[src/rtl/scale_pkg.sv]
// Shared types and helpers for the scaler mode scheduler.
package scale_pkg;

  localparam int unsigned MODE_W = 3;

  typedef logic [MODE_W-1:0] mode_t;

  localparam mode_t MODE_0 = 3'b001;
  localparam mode_t MODE_1 = 3'b010;
  localparam mode_t MODE_2 = 3'b100;

  typedef enum logic [1:0] {
    IDLE,
    WAIT_VS,
    CFG,
    HOLD
  } state_t;

  // Rotate one-hot mode 001 -> 010 -> 100 -> 001; non-one-hot falls back to MODE_0.
  function automatic mode_t next_mode(input mode_t m);
    case (m)
      MODE_0:  return MODE_1;
      MODE_1:  return MODE_2;
      default: return MODE_0;
    endcase
  endfunction

endpackage

[src/rtl/key_debounce.sv]
// Touch key synchronizer and debouncer producing one pulse per press.
module key_debounce #(
  parameter int unsigned DEBOUNCE_CYC = 500000
) (
  input  logic sys_clk,
  input  logic sys_rst_n,
  input  logic key,
  output logic press_evt
);

  localparam int unsigned CW = $clog2(DEBOUNCE_CYC + 1);

  logic          key_meta;
  logic          key_sync;
  logic [CW-1:0] cnt;

  // Two-flop synchronizer; the released (high) level is the reset value.
  always_ff @(posedge sys_clk or negedge sys_rst_n) begin
    if (!sys_rst_n) begin
      key_meta <= 1'b1;
      key_sync <= 1'b1;
    end else begin
      key_meta <= key;
      key_sync <= key_meta;
    end
  end

  // Saturating low-time counter; pulse on the cycle it reaches the threshold.
  always_ff @(posedge sys_clk or negedge sys_rst_n) begin
    if (!sys_rst_n) begin
      cnt       <= '0;
      press_evt <= 1'b0;
    end else if (key_sync) begin
      cnt       <= '0;
      press_evt <= 1'b0;
    end else begin
      press_evt <= (cnt == CW'(DEBOUNCE_CYC - 1));
      if (cnt != CW'(DEBOUNCE_CYC)) cnt <= cnt + CW'(1);
    end
  end

endmodule

[src/rtl/scale_mode_sched.sv]
// Frame-synchronous scaler mode scheduler: key rotation, vsync-aligned
// config handshake and post-change output blanking.
module scale_mode_sched
  import scale_pkg::*;
#(
  parameter int unsigned DEBOUNCE_CYC = 500000,
  parameter int unsigned VS_TIMEOUT   = 2500000,
  parameter int unsigned BLANK_FRAMES = 2,
  parameter mode_t       RESET_MODE   = 3'b100
) (
  input  logic        sys_clk,
  input  logic        sys_rst_n,
  input  logic        touch_key,
  input  logic        vs_in,
  input  logic        cfg_ready,
  output logic        cfg_valid,
  output logic [2:0]  cfg_mode,
  output logic [2:0]  active_mode,
  output logic        blank_en,
  output logic        busy
);

  localparam int unsigned TW = (VS_TIMEOUT < 2) ? 1 : $clog2(VS_TIMEOUT);
  localparam int unsigned FW = (BLANK_FRAMES < 1) ? 1 : $clog2(BLANK_FRAMES + 1);

  state_t        state;
  mode_t         target;
  logic          queued;
  logic [TW-1:0] to_cnt;
  logic [FW-1:0] frm_cnt;
  logic          vs_meta;
  logic          vs_sync;
  logic          vs_prev;
  logic          press_evt;
  logic          vs_rise;
  logic          frame_tick;
  logic          queue_hit;
  mode_t         tgt_step;

  key_debounce #(
    .DEBOUNCE_CYC(DEBOUNCE_CYC)
  ) u_deb (
    .sys_clk   (sys_clk),
    .sys_rst_n (sys_rst_n),
    .key       (touch_key),
    .press_evt (press_evt)
  );

  // Vsync synchronizer plus one delay stage for rising-edge detection.
  always_ff @(posedge sys_clk or negedge sys_rst_n) begin
    if (!sys_rst_n) begin
      vs_meta <= 1'b0;
      vs_sync <= 1'b0;
      vs_prev <= 1'b0;
    end else begin
      vs_meta <= vs_in;
      vs_sync <= vs_meta;
      vs_prev <= vs_sync;
    end
  end

  assign vs_rise    = vs_sync & ~vs_prev;
  assign frame_tick = vs_rise | (to_cnt == TW'(VS_TIMEOUT - 1));
  assign queue_hit  = queued | press_evt;
  assign tgt_step   = press_evt ? next_mode(target) : target;

  // Scheduler FSM; the timeout counter restarts on every frame tick and state entry.
  always_ff @(posedge sys_clk or negedge sys_rst_n) begin
    if (!sys_rst_n) begin
      state       <= IDLE;
      target      <= RESET_MODE;
      active_mode <= RESET_MODE;
      cfg_mode    <= RESET_MODE;
      cfg_valid   <= 1'b0;
      blank_en    <= 1'b0;
      busy        <= 1'b0;
      queued      <= 1'b0;
      frm_cnt     <= '0;
      to_cnt      <= '0;
    end else begin
      to_cnt <= frame_tick ? '0 : to_cnt + TW'(1);
      case (state)
        IDLE: begin
          if (press_evt) begin
            target <= next_mode(active_mode);
            state  <= WAIT_VS;
            busy   <= 1'b1;
            to_cnt <= '0;
          end
        end
        WAIT_VS: begin
          target <= tgt_step;
          if (press_evt && (tgt_step == active_mode)) begin
            state  <= IDLE;
            busy   <= 1'b0;
            to_cnt <= '0;
          end else if (frame_tick) begin
            cfg_mode  <= tgt_step;
            cfg_valid <= 1'b1;
            state     <= CFG;
            to_cnt    <= '0;
          end
        end
        CFG: begin
          if (press_evt) queued <= 1'b1;
          if (cfg_ready) begin
            active_mode <= cfg_mode;
            cfg_valid   <= 1'b0;
            to_cnt      <= '0;
            if (BLANK_FRAMES != 0) begin
              state    <= HOLD;
              blank_en <= 1'b1;
              frm_cnt  <= '0;
            end else if (queue_hit) begin
              state  <= WAIT_VS;
              target <= next_mode(cfg_mode);
              queued <= 1'b0;
            end else begin
              state <= IDLE;
              busy  <= 1'b0;
            end
          end
        end
        HOLD: begin
          if (press_evt) queued <= 1'b1;
          if (frm_cnt == FW'(BLANK_FRAMES)) begin
            blank_en <= 1'b0;
            to_cnt   <= '0;
            queued   <= 1'b0;
            if (queue_hit) begin
              state  <= WAIT_VS;
              target <= next_mode(active_mode);
            end else begin
              state <= IDLE;
              busy  <= 1'b0;
            end
          end else if (frame_tick) begin
            frm_cnt <= frm_cnt + FW'(1);
          end
        end
        default: state <= IDLE;
      endcase
    end
  end

endmodule

[config.mk]
export PLATFORM = sky130hd
export DESIGN_NAME = scale_mode_sched
export DESIGN_NICKNAME = d
export VERILOG_FILES = /design/src/rtl/scale_pkg.sv /design/src/rtl/key_debounce.sv /design/src/rtl/scale_mode_sched.sv
export SDC_FILE = /design/constraint.sdc
export NUM_CORES = 1
export LEC_CHECK = 0
export ABC_AREA = 0
export CAP_MARGIN = 0
export CORE_UTILIZATION = 45
export CTS_CLUSTER_DIAMETER = 100
export CTS_CLUSTER_SIZE = 30
export DETAILED_ROUTE_END_ITERATION = 7
export MAX_ROUTING_LAYER = met4
export PLACE_DENSITY = 0.75
export SLEW_MARGIN = 20
export SYNTH_ARGS = -nofsm -noshare
export SYNTH_HDL_FRONTEND = slang
export SYNTH_SLANG_ARGS = --single-unit
export TNS_END_PERCENT = 5
[constraint.sdc]
create_clock -name sys_clk -period 2.2 [get_ports sys_clk]
set_input_delay 0.33 -clock sys_clk [delete_from_list [all_inputs] [get_ports sys_clk]]
set_output_delay 0.33 -clock sys_clk [all_outputs]
set_load 0.05 [all_outputs]
==> summary by stage, run 1 <==
Power and ir drop
The switching power of the nets is 1370 uW. The net switching fraction of the power is 35.8%. The total power per unit cell area is 1030 mW/mm2. The total leakage power is 0.00158 uW. The portion of total power attributed to the clock network is 27.4%. IR analysis of the VDD net gives a maximum drop of 0.000325 V. The fraction of power consumed by sequential logic is 40.1%. The cell-internal power is 2460 uW.

The fraction of power consumed by combinational cells is 32.5%.

Clock network
The maximum number of buffers from clock root to sink is 2. In this run the clock root is driven by a clkbuf_8. Clock tree synthesis inserted a total of 9 buffers.

The clock-pin slew reported for the worst setup and hold paths after clock tree synthesis is 0.07 ns. The clock tree from TritonCTS is yes. The clock latency on the worst-skew pair is 0.33 ns. The number of sinks on the clock net is 64. CTS built an H-tree with a depth of 3.

Timing
The final hold violation count is 4. The clock skew after layout is 0.00832 ns. Setup repair after global routing could not meet its margin everywhere. Derived from the worst setup path, the maximum achievable clock frequency is 460 MHz. The max-slew violation count was 0.

Measured against its own limit, the worst slew margin works out to 58.8%. Setup violations remaining at the end of the flow were counted as 0. The smallest clock period supported by the final layout is computed as 2.17 ns. On the final layout, the worst hold slack is -0.00701 ns.

The final critical path takes up 98.8% of the cycle. For the pin with the worst max-slew slack, the measured transition is 0.612 ns.

Placement
The detailed placer's ending HPWL is 3950 um. The count of buffers inserted at the top-level ports is 13. The global placer's final weighted congestion is 0.799.

After detailed placement, the design holds a cell count of 436.

Route
The pre-antenna-repair detailed-routing pass consisted of 4 iterations. The number of DRC violations after detailed-routing iteration 0 is 141. Across all layers, the routed design uses 2344 vias. After detailed routing, the total wire length is 5850 um. After detailed routing, the average wire length per cell comes to 12.9 um. The count of nets left with antenna violations after detail routing is 0. Dividing the detail-routed via count by the number of cells gives 5.19. The final routed DRC violation total is 0.

GRT
The total overflow left after global routing is 0. The largest net degree at the start of global routing is 65. The number of antenna violations at the first check in global routing is 0. The overall routing resource usage is 18.5%. The first global-routing pass estimated 10300 um of wire. The global routing usage on met2 is 27.2%. The routing usage on met3 is 3.52%.

For met1 alone, demand over resource in global routing was 23.9%. The number of global-route vias before repair is 2267. The layer flagged by global routing as most heavily used is met2.

Hold path
The tightest min-delay check is of the in -> async type.

Synthesis
During synthesis, Yosys emitted a total of 0 warnings. The async set or reset register ratio after synthesis is 100%. By area the synthesized netlist is led by dfrtp_1 46%, nor2_1 6.7%, xnor2_1 6.6%, dfstp_2 4.1%, xor2_1 3.8%.

The count of unique library cells instantiated by Yosys is 44. A synthesized cell averages 9.72 um2. The post-synthesis sequential area ratio is 50.3%. Among all cell types in the netlist, the one instantiated most often is dfrtp_1. The commonest cells after synthesis are 59 x dfrtp_1, 57 x nor2_1, 24 x nand2_1, 24 x xnor2_1, 17 x nand3_1. The cell type contributing the most total cell area after synthesis is dfrtp_1. In this run, synthesis produced a sequential element count of 64.

The synthesized area is 0.00320 mm2. The share of the synthesized area in the top cell type is 46.2%. Yosys mapped a number of flops with a built-in enable equal to 0. The leading register cell type out of synthesis is dfrtp_1. The net count after synthesis is 338. Synthesis produced a netlist whose cell count is 329.

Outcome
The run finished, with violations left. The checks that failed: negative hold slack.

Layout
The area added between synthesis and finish is 16.2%. The post-route core utilization is 54.4%. The ratio of cells with drive above 1 in the final layout is 12.9%. Counting the fill cells in the layout gives 619. The post-layout instance count excluding filler cells is 452. Across the whole layout, storage elements account for 0.00161 mm2. For this run, the post-layout net count is 360. The multi-input combinational cells in the finished layout cover a total of 0.00149 mm2. The number of diodes is 0.

Worst setup path
Data on the critical path is required at its endpoint by 2.42 ns. The cell family contributing the most delay on the critical path is simple AND/OR/NAND/NOR gates. Traced cell by cell, the critical path runs through or4_1 > or4_4 > o31a_4 > o211ai_2 > buf_12 > nor2_1. Together, buffers and inverters on the worst path number 1.

The largest stage delay on the critical path is 0.52 ns. STA classifies the critical path endpoint as a flop. Among all stages on the critical path, the largest delay is contributed by or4_1. The critical path in this run is classified as reg -> reg.

Along the worst path, the maximum fanout reaches 22. The worst setup path is launched from a flop. The arrival time at the worst endpoint is 2.40 ns.

Floorplan
The horizontal extent of the die is 86.3 um. The initial standard-cell utilization of the core is 46.8%. After floorplanning, the core was sized to cover 0.00683 mm2. The total die area is 0.00745 mm2. The number of I/O pins is 14.

The y dimension of the die is 86.3 um. The site row count is 30.

Flow run
Across the run, the number of max-cap violations was 0.
-- per-stage QoR --
stage	setup TNS (ns)	instance area, um2	worst slack [ns]	hold WS (ns)	total power, uW
after floorplan	0	3200	0.00672	0.0344	2390
after global placement	0	3500	0.0815	0.339	2770
after detailed placement	0	3500	0.0275	0.343	2800
after CTS	0	3710	0.0129	0.00262	3860
after global routing	-0.788	3710	-0.0483	0.0102	4060
final	0	3710	0.0254	-0.00701	3830
-- logic make-up after synthesis --
| logic type | Yosys count | share of synthesized area, % |
|---|---|---|
| adder cells (fa/ha/maj) | 4 | 1.57 |
| buffers and inverters | 27 | 3.25 |
| multiplexers | 11 | 4.07 |
| flip-flops | 64 | 50.3 |
| AND/OR/NAND/NOR | 150 | 23.4 |
| AO/OA/AOI/OAI | 35 | 6.97 |
| XOR/XNOR | 38 | 10.4 |
-- final cells by class --
cell class / instances / area share (%)
Timing Repair Buffer: 24 / 6.26
Clock buffer: 13 / 4.55
Inverter: 14 / 1.41
Multi-Input combinational cell: 238 / 40.2
Sequential cell: 64 / 43.3
Clock inverter: 3 / 1.08
Tap cell: 96 / 3.23
-- state kept, by name (all words and copies together), names as in the netlist, 2 cells and up, named ones only --
signal       cells
target           3
frm_cnt          2
active_mode      3
cfg_mode         3
to_cnt          22
u_deb.cnt       19
-- power groups by stage --
stage | Sequential, uW | Combinational [uW] | Clock, uW
floorplan | 1710 | 680 | 0
global placement | 1540 | 1220 | 0
detailed placement | 1560 | 1250 | 0
CTS | 1530 | 1250 | 1070
global route | 1560 | 1370 | 1120
finish | 1540 | 1250 | 1050
-- metal layers --
metal  part of all wire, %  up-vias
li1                      -     1163
met1                    49     1141
met2                    46       28
met3                   2.5       12
met4                   1.9        0
met5                     0        -
-- repair_timing --
action | CTS | global route
hold buffers | 0 | 0
setup buffers | 0 | 0
endpoints found under the setup margin | 0 | 26
gates resized for setup | 0 | 1
-- final timing paths --
kind	start	end	slack (ns)	cells after the start
setup / recovery	to_cnt[15]	to_cnt[18]	0.03	6
hold / removal	sys_rst_n	target[1]	-0.007	2
setup reg to reg	to_cnt[15]	to_cnt[18]	0.03	6
hold reg to reg	vs_meta	vs_sync	0.35	0
max in group asynchronous	sys_rst_n	u_deb.key_meta	1.89	2
min in group sys_clk	vs_meta	vs_sync	0.35	0
-- layout by cell type, fill, tap and decap left out, types with 3 or more instances in the layout --
master           count
buf_4                9
nor4bb_1             3
xor2_1              14
ha_1                 4
nand3_1             17
nor3_1              11
or3_1                3
mux2_2               4
inv_1               14
and3_1               6
nor4_1               3
dfstp_2              5
xnor2_1             24
clkbuf_8            12
nand2_1             24
nand4_1              8
clkdlybuf4s50_1     12
dfrtp_1             59
o21ai_0             15
mux2i_1              4
nor2_1              57
mux2_4               3
nand2b_1             3
nor2b_1              3
a21oi_1              9
Power figures use the tool's default switching activity.
==> inputs of run 2 (changes only) <==
--- a/config.mk
+++ b/config.mk
@@ -12,7 +12,8 @@
 export CTS_CLUSTER_SIZE = 30
 export DETAILED_ROUTE_END_ITERATION = 7
 export MAX_ROUTING_LAYER = met4
-export PLACE_DENSITY = 0.75
+export PLACE_DENSITY_LB_ADDON = 0.05
+export SKIP_LAST_GASP = 1
 export SLEW_MARGIN = 20
 export SYNTH_ARGS = -nofsm -noshare
 export SYNTH_HDL_FRONTEND = slang
==> constraint.sdc (replaced) <==
create_clock -name sys_clk -period 2.4 [get_ports sys_clk]
set_input_delay 0.36 -clock sys_clk [delete_from_list [all_inputs] [get_ports sys_clk]]
set_output_delay 0.36 -clock sys_clk [all_outputs]
set_load 0.05 [all_outputs]
==> run 2 against run 1 <==
Effect of this change: the flow now finishes without violations; first-iteration DRC count decreased by 35%; maximum frequency shrank 5.6%; sequential power decreased by 8%; wire length grew 1.4%; register-to-register slack better by 0.07 ns; via count decreased by 3.2%; worst setup slack better by 0.070 ns; non-clock buffer count is 4 lower; core utilization is 0.92 points lower; total power fell by 12%; global-route usage shrank 0.34 points; final area decreased by 1.7%; critical path type unchanged; largest power group unchanged; highest routed layer unchanged.
==> summary by stage, run 2 (synthesis results as in run 1) <==
Worst setup path
The logic depth of the worst register-to-register path came to 5 (was 6). The type of the worst setup path is reg -> reg (unchanged). The required time reported for the critical path endpoint is 2.61 ns (was 2.42 ns).

The endpoint of the lowest-slack register-to-register path is cfg_mode[0] (was to_cnt[18]). The critical path launch point type is a flop (unchanged). The reg2reg setup slack is 0.1 ns (was 0.03 ns). The maximum fanout along the worst path is 5 (was 22). The launching point of the worst reg2reg path is to_cnt[12] (was to_cnt[15]). The arrival time at the worst endpoint is 2.52 ns (was 2.40 ns).

The element type at the critical path end is a flop (unchanged).

Placement
The detailed placer's ending HPWL was 4030 um (was 3950 um). The count of buffers inserted at the top-level ports came to 13 (unchanged). The global placer's final weighted congestion came to 0.799 (unchanged). The number of placed instances with taps included is 432 (was 436).

Flow run
The number of max-cap violations is 0 (unchanged).

Timing
The highest clock rate came to 434 MHz (was 460 MHz). The max-slew violation count is 0 (unchanged). The minimum period implied by the final worst setup slack came to 2.30 ns (was 2.17 ns). The headroom to the max-slew limit is 53.2% (was 58.8%). The number of endpoints failing setup at the final stage is 0 (unchanged).

The period utilization came to 96.0% (was 98.8%). The setup TNS after final layout is 0 ns (unchanged). The final hold violation count is 0 (was 4). The clock skew after layout was 0.00823 ns (was 0.00832 ns).

RSZ-0062 raised after global routing: no (was yes). The measured slew at the worst slew-check pin came to 0.695 ns (was 0.612 ns).

Layout
Largest registers: to_cnt: 22 flops, u_deb.cnt: 19 flops (unchanged). The storage element area was 0.00161 mm2 (unchanged). The post-layout net count came to 356 (was 360).

The number of fill cells is 636 (was 619). The register with the most flip-flops is to_cnt (unchanged). The area of the multi-input gates was 0.00149 mm2 (about the same). Commonest non-fill, non-tap cells in the layout: 59 x dfrtp_1, 57 x nor2_1, 24 x xnor2_1, 24 x nand2_1, 17 x nand3_1 (unchanged).

The number of diodes was 0 (unchanged). The number of flip-flops in the largest register came to 22 (unchanged). The post-layout instance count excluding filler cells came to 448 (was 452).

The area added between synthesis and finish is 14.2% (was 16.2%). The most frequent standard cell in the layout excluding fill and tap cells is dfrtp_1 (unchanged). The ratio of cells with drive above 1 in the final layout is 11.9% (was 12.9%).

Floorplan
The initial standard-cell utilization of the core is 46.8% (unchanged). The placeable core region is 0.00683 mm2 (unchanged). The horizontal extent of the die is 86.3 um (unchanged).

The site row count is 30 (unchanged). The number of I/O pins is 14 (unchanged). The total die area came to 0.00745 mm2 (unchanged). The y dimension of the die came to 86.3 um (unchanged).

Route
The detailed-routing iteration count for the pre-antenna-repair pass is 4 (unchanged). The via density per instance is 5.06 (was 5.19). The number of DRC violations after detailed-routing iteration 0 is 91 (was 141).

The final routed wire length divided by cell count is 13.2 um (was 12.9 um). The via count of the routed design is 2269 (was 2344). The count of nets left with antenna violations after detail routing is 0 (unchanged).

The total wire length after detailed routing was 5930 um (was 5850 um). The final routed DRC violation total is 0 (unchanged).

Clock network
The number of resized instances in the post-cts repair step came to 0 (unchanged). The clock tree root driver cell was clkbuf_8 (unchanged). The quantity of hold-fixing buffers added after cts is 0 (unchanged). The clock tree from TritonCTS was yes (unchanged). The TritonCTS buffer count is 9 (unchanged). The total setup buffers inserted after CTS is 0 (unchanged). The number of sinks on the clock net is 64 (unchanged). The clock latency on the worst-skew pair is 0.33 ns (about the same). The number of levels the H-tree was split into was 3 (unchanged). The clock-pin slew reported for the worst setup and hold paths after clock tree synthesis is 0.07 ns (about the same). The maximum number of buffers from clock root to sink is 2 (unchanged).

Outcome
Outcome: complete, no violations (was finished, violations left).

Power and ir drop
The cell-internal power came to 2110 uW (was 2460 uW). The total power per unit cell area came to 921 mW/mm2 (was 1030 mW/mm2). The switching power of the nets was 1260 uW (was 1370 uW). The worst ir drop on vdd is 0.000320 V (was 0.000325 V). The portion of total power attributed to the clock network is 25.1% (was 27.4%). The fraction of power consumed by combinational cells is 32.7% (was 32.5%). The fraction of power consumed by sequential logic is 42.2% (was 40.1%). The total leakage power is 0.00152 uW (was 0.00158 uW). The net switching fraction of the power was 37.4% (was 35.8%).

GRT
The number of antenna violations at the first check in global routing is 0 (unchanged). The largest net degree at the start of global routing is 65 (unchanged). The overall routing resource usage is 18.2% (was 18.5%). The total congestion overflow after global routing was 0 (unchanged). The wire length of the first global-routing pass is 10100 um (was 10300 um). The number of global-route vias before repair was 2124 (was 2267).

Hold path
The worst hold-check path type was in -> async (unchanged).
==> run 2: critical path: stages (launching register included) <==
cell and delay, ns:
dfrtp_1 0.40, or4_1 0.50, or4_4 0.51, o31ai_4 0.31
nand3_4 0.15, mux2_4 0.32
==> run 2: area by class of cell <==
| cell class | instances | area share, % |
|---|---|---|
| multi-input combinational | 238 | 40.7 |
| sequential | 64 | 44.0 |
| clock buffer | 12 | 4.25 |
| tap | 96 | 3.29 |
| inverter | 14 | 1.44 |
| timing repair buffer | 20 | 5.55 |
| clock inverter | 4 | 0.788 |
==> run 2: power groups by stage <==
| stage | clock (uW) | sequential (uW) | combinational, uW |
|---|---|---|---|
| 2_1_floorplan | 0 | 1570 | 623 |
| 3_3_place_gp | 0 | 1440 | 1090 |
| 3_5_place_dp | 0 | 1440 | 1110 |
| 4_1_cts | 876 | 1420 | 1110 |
| 5_1_grt | 920 | 1450 | 1220 |
| 6_report | 846 | 1420 | 1100 |
==> run 2: worst max-delay path by stage <==
stage | startpoint | endpoint | slack [ns] | depth (start not counted)
2_1_floorplan | to_cnt[15] | cfg_mode[0] | 0.06 | 5
3_3_place_gp | to_cnt[12] | cfg_mode[1] | 0.14 | 5
3_5_place_dp | to_cnt[12] | cfg_mode[0] | 0.11 | 5
4_1_cts | to_cnt[12] | cfg_mode[0] | 0.09 | 5
5_1_grt | to_cnt[12] | cfg_mode[1] | 0.002 | 5
6_report | to_cnt[12] | cfg_mode[0] | 0.1 | 5
==> run 2: through the flow <==
| stage | worst slack, ns | util (%) | power [uW] | hold WS (ns) | instance area (um2) |
|---|---|---|---|---|---|
| after global placement | 0.136 | 50.8 | 2530 | 0.335 | 3470 |
| after CTS | 0.0900 | 53.5 | 3400 | 0.0345 | 3650 |
| final | 0.0955 | 53.5 | 3370 | 0.0317 | 3650 |
| after global routing | 0.00228 | 53.5 | 3580 | 0.0515 | 3650 |
| after detailed placement | 0.114 | 50.8 | 2550 | 0.340 | 3470 |
| after floorplan | 0.0633 | - | 2190 | 0.0644 | 3200 |
==> run 2: metal layers <==
layer  vias to the layer above  part of all wire, %  GRT usage [%]
li1                       1155                    -              -
met4                         0                 0.56           8.64
met5                         -                    0              -
met2                        22                   43           24.7
met3                         2                  1.9           3.43
met1                      1090                   54           26.1
